## src/rtl/lane_pkg.sv

```systemverilog
// Shared geometry defaults and width helpers for the lane block engine.
// Latency: none (constants and pure functions only).
// Backpressure: not applicable.
package lane_pkg;

  localparam int DEF_SPAWN_H  = 120;
  localparam int DEF_BOTTOM_H = 720;
  localparam int DEF_HIT_LO   = 600;
  localparam int DEF_HIT_HI   = 680;

  // Width of an index selecting one of n slots (at least one bit).
  function automatic int idx_w(input int n);
    return (n > 1) ? $clog2(n) : 1;
  endfunction

  // Width needed to hold a count from 0 to n inclusive.
  function automatic int num_w(input int n);
    return $clog2(n + 1);
  endfunction

endpackage

```

## src/rtl/lane_slot_pick.sv

```systemverilog
// Priority picker: returns the lowest set bit of req as an index plus a found flag.
// Latency: purely combinational.
// Backpressure: none; found=0 when no request bit is set.
module lane_slot_pick
  import lane_pkg::*;
#(
  parameter int N  = 4,
  parameter int IW = idx_w(N)
) (
  input  logic [N-1:0]  req,
  output logic [IW-1:0] idx,
  output logic          found
);

  // Scan from the top so the lowest set bit is the last, winning assignment.
  always_comb begin
    idx   = '0;
    found = 1'b0;
    for (int i = N - 1; i >= 0; i--) begin
      if (req[i]) begin
        idx   = IW'(i);
        found = 1'b1;
      end
    end
  end

endmodule

```

## src/rtl/lane_block_pool.sv

```systemverilog
// Per-lane falling-block pool: spawns on beat edges, moves blocks down, judges key presses.
// Latency: one clock from any input event to slot state, pulses and counters.
// Backpressure: none; a spawn with every slot live is dropped and flagged on overflow.
module lane_block_pool
  import lane_pkg::*;
#(
  parameter int SLOTS    = 4,
  parameter int H_W      = 10,
  parameter int BEAT_W   = 7,
  parameter int CNT_W    = 8,
  parameter int SPAWN_H  = DEF_SPAWN_H,
  parameter int BOTTOM_H = DEF_BOTTOM_H,
  parameter int STEP     = 1,
  parameter int HIT_LO   = DEF_HIT_LO,
  parameter int HIT_HI   = DEF_HIT_HI
) (
  input  logic                 clk,
  input  logic                 rst,
  input  logic                 restart,
  input  logic                 stop_or_endgame,
  input  logic [BEAT_W-1:0]    beat_cnt,
  input  logic                 spawn_en,
  input  logic                 key_press,
  output logic [SLOTS*H_W-1:0] block_h,
  output logic [SLOTS-1:0]     block_valid,
  output logic                 hit_pulse,
  output logic                 bad_press,
  output logic                 miss_pulse,
  output logic                 overflow,
  output logic [CNT_W-1:0]     hit_cnt,
  output logic [CNT_W-1:0]     miss_cnt
);

  localparam int IW = idx_w(SLOTS);
  localparam int MW = num_w(SLOTS);
  localparam int SW = CNT_W + MW;

  typedef logic [H_W-1:0] h_t;
  typedef logic [H_W:0]   hx_t;   // one extra bit so h+STEP never wraps

  localparam h_t  H_SPAWN  = h_t'(SPAWN_H);
  localparam h_t  H_FLOOR  = h_t'(BOTTOM_H);
  localparam hx_t FLOOR_X  = hx_t'(BOTTOM_H);
  localparam hx_t STEP_X   = hx_t'(STEP);
  localparam hx_t HIT_LO_X = hx_t'(HIT_LO);
  localparam hx_t HIT_HI_X = hx_t'(HIT_HI);
  localparam logic [CNT_W-1:0] CNT_MAX = '1;

  h_t                h_q [SLOTS];
  h_t                h_d [SLOTS];
  logic [SLOTS-1:0]  valid_d;
  logic [SLOTS-1:0]  free_req;
  logic [SLOTS-1:0]  hit_sel;
  logic [SLOTS-1:0]  miss_vec;
  logic [BEAT_W-1:0] pre_beat;
  logic              beat_add;
  logic              spawn_req;
  logic              spawn_found;
  logic [IW-1:0]     spawn_idx;
  logic              hit_found;
  h_t                best_h;
  hx_t               h_step;
  logic [MW-1:0]     miss_num;
  logic [SW-1:0]     miss_sum;

  // A beat edge is a strict increase; a wrap back to zero does not spawn.
  assign beat_add  = beat_cnt > pre_beat;
  assign spawn_req = beat_add && spawn_en && !stop_or_endgame;
  assign free_req  = ~block_valid;

  // Spawn allocation looks at registered valid, so a slot freed this cycle waits a cycle.
  lane_slot_pick #(.N(SLOTS), .IW(IW)) u_spawn_pick (
    .req   (free_req),
    .idx   (spawn_idx),
    .found (spawn_found)
  );

  // Hit candidate: live slot in the window with the largest pre-move height, lowest index on ties.
  always_comb begin
    hit_sel   = '0;
    hit_found = 1'b0;
    best_h    = '0;
    for (int i = 0; i < SLOTS; i++) begin
      if (block_valid[i] && (hx_t'(h_q[i]) >= HIT_LO_X) && (hx_t'(h_q[i]) <= HIT_HI_X) &&
          (!hit_found || (h_q[i] > best_h))) begin
        hit_sel    = '0;
        hit_sel[i] = 1'b1;
        hit_found  = 1'b1;
        best_h     = h_q[i];
      end
    end
  end

  // Next slot state: hit clears first, otherwise move and retire at the floor, then spawn.
  always_comb begin
    h_d      = h_q;
    valid_d  = block_valid;
    miss_vec = '0;
    h_step   = '0;
    for (int i = 0; i < SLOTS; i++) begin
      if (block_valid[i]) begin
        h_step = hx_t'(h_q[i]) + STEP_X;
        if (key_press && hit_sel[i]) begin
          valid_d[i] = 1'b0;
          h_d[i]     = H_FLOOR;
        end else if (h_step >= FLOOR_X) begin
          valid_d[i]  = 1'b0;
          h_d[i]      = H_FLOOR;
          miss_vec[i] = 1'b1;
        end else begin
          h_d[i] = h_step[H_W-1:0];
        end
      end
    end
    if (spawn_req && spawn_found) begin
      valid_d[spawn_idx] = 1'b1;
      h_d[spawn_idx]     = H_SPAWN;
    end
  end

  // Count blocks that hit the floor this cycle and form the saturating miss total.
  always_comb begin
    miss_num = '0;
    for (int i = 0; i < SLOTS; i++) begin
      miss_num = miss_num + MW'(miss_vec[i]);
    end
    miss_sum = SW'(miss_cnt) + SW'(miss_num);
  end

  // Flatten slot heights onto the renderer bus.
  always_comb begin
    block_h = '0;
    for (int i = 0; i < SLOTS; i++) begin
      block_h[i*H_W +: H_W] = h_q[i];
    end
  end

  // Slot state, beat history, registered pulses and saturating totals.
  always_ff @(posedge clk or posedge rst) begin
    if (rst) begin
      for (int i = 0; i < SLOTS; i++) h_q[i] <= H_FLOOR;
      block_valid <= '0;
      pre_beat    <= '0;
      hit_pulse   <= 1'b0;
      bad_press   <= 1'b0;
      miss_pulse  <= 1'b0;
      overflow    <= 1'b0;
      hit_cnt     <= '0;
      miss_cnt    <= '0;
    end else if (restart) begin
      for (int i = 0; i < SLOTS; i++) h_q[i] <= H_FLOOR;
      block_valid <= '0;
      pre_beat    <= '0;
      hit_pulse   <= 1'b0;
      bad_press   <= 1'b0;
      miss_pulse  <= 1'b0;
      overflow    <= 1'b0;
      hit_cnt     <= '0;
      miss_cnt    <= '0;
    end else if (stop_or_endgame) begin
      // Frozen, but keep tracking the beat so resuming does not see a stale edge.
      pre_beat   <= beat_cnt;
      hit_pulse  <= 1'b0;
      bad_press  <= 1'b0;
      miss_pulse <= 1'b0;
      overflow   <= 1'b0;
    end else begin
      pre_beat    <= beat_cnt;
      h_q         <= h_d;
      block_valid <= valid_d;
      hit_pulse   <= key_press && hit_found;
      bad_press   <= key_press && !hit_found;
      miss_pulse  <= |miss_vec;
      overflow    <= spawn_req && !spawn_found;
      if (key_press && hit_found && (hit_cnt != CNT_MAX)) hit_cnt <= hit_cnt + CNT_W'(1);
      miss_cnt    <= (miss_sum > SW'(CNT_MAX)) ? CNT_MAX : miss_sum[CNT_W-1:0];
    end
  end

endmodule

```

## config.mk

```make
export PLATFORM = sky130hd
export DESIGN_NAME = lane_block_pool
export DESIGN_NICKNAME = d
export VERILOG_FILES = /design/src/rtl/lane_pkg.sv /design/src/rtl/lane_slot_pick.sv /design/src/rtl/lane_block_pool.sv
export SDC_FILE = /design/constraint.sdc
export NUM_CORES = 1
export LEC_CHECK = 0
export CORE_ASPECT_RATIO = 0.7
export CORE_MARGIN = 2
export CORE_UTILIZATION = 43
export DETAILED_ROUTE_END_ITERATION = 7
export MAX_ROUTING_LAYER = met4
export SYNTH_ARGS = -nofsm -noshare
export SYNTH_HDL_FRONTEND = slang
export SYNTH_SLANG_ARGS = --single-unit
```

## constraint.sdc

```tcl
create_clock -name clk -period 23.6 [get_ports clk]
set_input_delay 4.72 -clock clk [delete_from_list [all_inputs] [get_ports clk]]
set_output_delay 4.72 -clock clk [all_outputs]
set_load 0.01 [all_outputs]
```

Word-level counts from Yosys, hierarchy flattened. Index checks and enable logic that the tools add are counted. Widths: inputs -> output; s select.

Bits in registers: 71. Output and inout port bits: 64. Word-level logic and storage cells: 166. Input bits: 13.

Muxes and demuxes: 80. $lt $le $gt $ge: 21. Bitwise operators: 6. $add $sub $neg: 9. Reduce and logical (&&, ||, !) cells: 36. Equality and inequality tests: 2.

Operators with widths (number): $mux 10 (16); $mux 40 (3); $mux 8 (6); $add 10x1->11 const B (4); $ge 11x10->1 const B (4); $mux 1 (42); $ge 10x10->1 const B (4); $le 10x10->1 const B (4); $gt 10x10->1 (3); $and 24x24->24 (1); $logic_and 1x1->1 (24); $not 24->24 (1); $demux 10 s2 (1); $mux 4 (5); $or 16x16->16 (1); $mux 2 (5); $add 8x3->9 (1); $gt 9x8->1 const B (1); $add 8x1->8 const B (1); $ne 8x8->1 const B (1); $gt 7x7->1 (1); $mux 7 (1); $logic_not 1->1 (6); $not 4->4 (1); 15 further kinds (17).

Depth between registers and ports, before layout.
Depth in word-level cells: 27. Gate-level depth with buffers: 39. Depth with buffers taken out: 36.

By module. From an unflattened synthesis, not the netlist that was laid out.

Cells, all modules: 723. Area total of the unflattened synthesis: 5865.6 µm².

Modules (own cells, without submodules): lane_block_pool (area each 5830.6 µm², instances 1, cells each 716, sequential area each 1796.7 µm²); lane_slot_pick (area each 35.0 µm², instances 1, cells each 7, sequential area each 0.0 µm²).

Worst setup path before layout. No wires, ideal clock.

Path type: register to register. Start: reg h_q (netlist bit block_h[1]). End: reg miss_cnt[5]. Path buffers: 4. Arrival time: 8.484 ns. Library setup time: 0.132 ns. Setup slack: 14.984 ns. Period minus slack after synthesis: 8.616 ns. Stages on the path, launching flop included: 39. Required time: 23.468 ns. Path through: dfrtp_1 > buf_6 > o31a_1 > or3_4 > a211oi_4 > clkbuf_1 > nand2_1 > ha_1 > nand4_1 > nor3_1 > a2111oi_0 > a21oi_1 > o21ai_1 > clkbuf_1 > nor2_1 > a31oi_1 > ha_1 > a21oi_1 > [... 3 more ...] > clkbuf_1 > mux2_2 > ha_1 > nand4_1 > a211oi_1 > a2111o_1 > a31oi_1 > nand4_1 > nand3_1 > fa_1 > inv_1 > fa_1 > fa_1 > nand3_1 > or2_2 > nand2_1 > mux2i_1 > nor2_1.

Cells in the longest elaborated chain, start to end: 27. Elaborated cells between the ends (all ways): 49. Classes of those cells: add/sub: 5; order compare: 7; mux: 22; reduce/logical: 15.

Ends and longest elaborated chain: from (decl) (RTL line lane_block_pool.sv:49) `h_t h_q [SLOTS];`; from (signal assigned) (RTL line lane_block_pool.sv:169) `h_q <= h_d;`; $ge 10x10->1 (RTL line lane_block_pool.sv:84) `if (block_valid[i] && (hx_t'(h_q[i]) >= HIT_LO_X) && (hx_t'(h_q[i]) <= HIT_HI_X) &&`; $logic_and 1x1->1 (2 in series) (RTL line lane_block_pool.sv:84); $mux 10 or $mux 1 (tied branches) (RTL line lane_block_pool.sv:84); $gt 10x10->1 or $logic_not 1->1 (tied branches) (RTL line lane_block_pool.sv:85) `(!hit_found || (h_q[i] > best_h))) begin`; $logic_or 1x1->1 (RTL line lane_block_pool.sv:85); $logic_and 1x1->1 (RTL line lane_block_pool.sv:84); $mux 10 or $mux 1 (tied branches) (RTL line lane_block_pool.sv:84); $gt 10x10->1 or $logic_not 1->1 (tied branches) (RTL line lane_block_pool.sv:85); [... 10 more ...]; $add 1x1->2 (RTL line lane_block_pool.sv:125) `miss_num = miss_num + MW'(miss_vec[i]);`; $add 2x1->3 (RTL line lane_block_pool.sv:125); $add 3x1->3 (*) (RTL line lane_block_pool.sv:125); $add 8x3->9 (*) (RTL line lane_block_pool.sv:127) `miss_sum = SW'(miss_cnt) + SW'(miss_num);`; $gt 9x8->1 (RTL line lane_block_pool.sv:176) `miss_cnt <= (miss_sum > SW'(CNT_MAX)) ? CNT_MAX : miss_sum[CNT_W-1:0];`; $mux 8 (*) (RTL line lane_block_pool.sv:176); $mux 8 (*) (RTL line lane_block_pool.sv:160) `end else if (stop_or_endgame) begin`; $mux 8 (*) (RTL line lane_block_pool.sv:150) `end else if (restart) begin`; to (signal assigned) (RTL line lane_block_pool.sv:176); to (decl) (RTL line lane_block_pool.sv:31) `output logic [CNT_W-1:0] miss_cnt`.

Every way passes the cells marked *; elsewhere a longest branch is shown, timed or not. The select of a mux whose other input is x is not followed. A chain may end at the register's enable or synchronous reset.

Worst setup path after layout.
Start: reg h_q (netlist bit block_h[1]). End: reg miss_cnt[0].

The elaborated chain is that of the path after synthesis.

==> key figures <==
Status
  • Outcome: complete, no violations

Job
  • Max Cap Viol: 0

Clock network
  • CTS buffer count: 9
  • CTS H-tree depth: 3
  • Setup bufs post-CTS: 0
  • CTS clock-pin slew for the worst setup and hold paths: around 0.060 ns
  • CTS tree: yes
  • Clock Path Buffers: 2
  • Clock Tree Root: clkbuf_16
  • CTS resizes: 0
  • Post-CTS Hold Fix Bufs: 0
  • Clk Latency, worst-skew pair: between 0.3 and 0.4 ns
  • Sink Count: a little over 70

Routing
  • Routed via count: 5912
  • Avg Vias per Cell: 6.09
  • Drt initial violations: 549
  • Total Routed Length: roughly 18000 um
  • Drt pass-1 iters: 5
  • WL per Instance: 18.9 um
  • DRC: 0
  • DRT antenna net count: 0

Worst hold path
  • Hold EP: hit_cnt[5]
  • Hold crit path type: reg -> reg
  • Launch point of the worst hold path: hit_cnt[5]
  • Worst hold stages: 2

Worst setup path
  • CP Max Fanout: 18
  • Worst path max stage delay: approximately 0.77 ns
  • CP endpoint kind: register
  • R2R Path Start: block_h[1]
  • Arrival @ worst endpoint: between 10 and 15 ns
  • WP buf/inv: 2
  • Setup crit start: block_h[1]
  • Setup crit start kind: register
  • Reg2Reg Setup Slack: 13.15 ns
  • R2R cell count: 32
  • Crit Path Category: reg -> reg
  • Critical Path RT: around 24 ns
  • Largest delay share family, worst path: compound AO/OA/AOI/OAI gates
  • Slowest-stage cell, CP: o21ai_1
  • R2r endpoint: miss_cnt[0]

STA
  • Final hold vios: 0
  • Rel. slew slack: a little under two fifths
  • Max-slew violation count: 0
  • Hold Slack: 0.574 ns
  • Period utilization: roughly 44%
  • Final setup vio count: 0
  • Slew @ Worst Pin: 0.939 ns
  • Max Fclk: approximately 0.096 GHz
  • Final min period: approximately 10 ns
  • Unrepaired setup endpoints after global routing: no
  • Setup TNS: 0 ns
  • Setup Skew: around 0.0063 ns
  • Final worst slack: roughly 13 ns

Yosys
  • Top cell type's share of synthesized area: 23.3%
  • Avg Cell Area, Syn: a little over 8 um2
  • Distinct cells, synth: 74
  • Yosys warns: 0
  • Prevailing post-synth register cell: dfrtp_1
  • Synth top area cells: dfrtp_1 (23%), ha_1 (10%), dfstp_2 (7.1%)
  • Seq/Total Area, Yosys: between 30% and 40%
  • Synth Instances: 732
  • Synth area leader: dfrtp_1
  • Count leader, synth: nor2_1
  • Synth Cell Area: around 0.006 mm2
  • Fraction of registers with async set/reset: 100%
  • Post-synth EDFFs: 0
  • Top cells by count, synth: nor2_1 (68), nand2_1 (64), dfrtp_1 (55)
  • FF+latch count, synth: 71

Pwr
  • Max VDD drop: about 0.037 mV
  • Power Density: roughly 45 mW/mm2
  • Leakage dissipation: roughly 2.7 nW
  • Final total power: between 300 and 400 uW

Cells and area
  • Antenna cell count: 0
  • Fin cells: 970
  • Post-layout util: between 50% and 60%
  • Layout cells sized above 1: 7.64%
  • Area growth syn-to-layout: 20.1%
  • # fillers: approximately 1300
  • Design area: around 0.0071 mm2
  • Layout net count: 843

Die
  • Die ar.: 0.0147 mm2
  • # IOs: just under 80
  • Row count: 35
  • Die Ht: slightly above 100 um
  • Die X: ~140 um
  • Core area: between 0.01 and 0.015 mm2
  • Initial cell density of the core: 44.4%

GRT
  • Initial antenna violation count: 0
  • Largest net degree at the start of global routing: 72
  • Grt total ovfl: 0
  • Vias in the first global route: between 5000 and 6000
  • Total track usage: a little over a quarter
  • First-pass GRT wire length: 29300 um

Place
  • Cells after DPL: 954
  • Detail Placement HPWL: 13300 um
  • Port Buffer Count: 76
  • Dpl cell area: slightly below 0.007 mm2
  • Pre-CTS WS: approximately 14 ns
  • Final RePlAce weighted congestion: 0.961
[cell families after synthesis]
family	Yosys count	synth area share, %
DFF	71	30.5
and+or+nand+nor	278	23.8
muxes	15	2.76
other	1	0.0636
buffers and inverters	95	6.20
xor gates and xnor gates	12	1.78
AOI/OAI and AO/OA	210	24.0
adders and majority gates	50	11.0
[sequential cells by signal, indices dropped and copies added, names as in the netlist]
| name | count |
|---|---|
| block_valid | 4 |
| pre_beat | 7 |
| block_h | 40 |
| hit_cnt | 8 |
| hit_pulse | 1 |
| miss_pulse | 1 |
| overflow | 1 |
| bad_press | 1 |
| miss_cnt | 8 |
[where the power goes]
part,internal (mW),total [mW],switching [mW]
registers,0.125,0.130,0.00511
logic,0.0137,0.0357,0.0221
clock network,0.0960,0.153,0.0574
[worst max path at each step]
stage / cells past startpoint / end / slack [ns]
finish: 32 / miss_cnt[0] / 13.15
global route: 32 / miss_cnt[0] / 12.57
global placement: 34 / miss_cnt[5] / 14.09
CTS: 32 / miss_cnt[0] / 13.46
detailed placement: 32 / miss_cnt[0] / 13.53
floorplan: 38 / miss_cnt[5] / 14.98
[tightest hold or removal path, stage by stage, from the launching register on]
cell and delay (ns):
dfrtp_1 0.39, o21ai_0 0.08, a21oi_1 0.06
[cells in the final DEF (no fill, tap or decap), drive strengths merged, types with 5 or more instances in the layout]
cell type / count
a211oi: 15
a21o: 5
a21oi: 49
a31oi: 18
and3: 9
clkbuf: 10
clkdlybuf4s50: 76
dfrtp: 55
dfstp: 16
ha: 47
inv: 52
mux2: 10
mux2i: 5
nand2: 64
nand2b: 12
nand3: 27
nand4: 19
nor2: 68
nor2b: 15
nor3: 19
nor3b: 8
nor4: 9
o211ai: 8
o21a: 7
o21ai: 47
o22ai: 6
o31ai: 5
or3: 10
xor2: 8
[routing by layer]
metal  GRT usage [%]  wire (um)  part of all wire (%)  vias up
li1                -          -                     -     2771
met1            37.0       8760                    48     2845
met2            37.1       7770                    42      260
met3            5.86       1340                   7.3       36
met4            8.75        449                   2.5        0
met5               -          0                     0        -
[area by class of cell]
class | instances | area [um2] | area share [%]
clock inverters | 6 | 92.6 | 1.31
well taps | 185 | 231 | 3.27
flip-flops and latches | 71 | 1800 | 25.4
clock buffers | 10 | 239 | 3.37
multi-input cells | 568 | 3750 | 52.9
inverters | 51 | 191 | 2.70
repair buffers | 79 | 783 | 11.1
(Power assumes the default switching activity.)
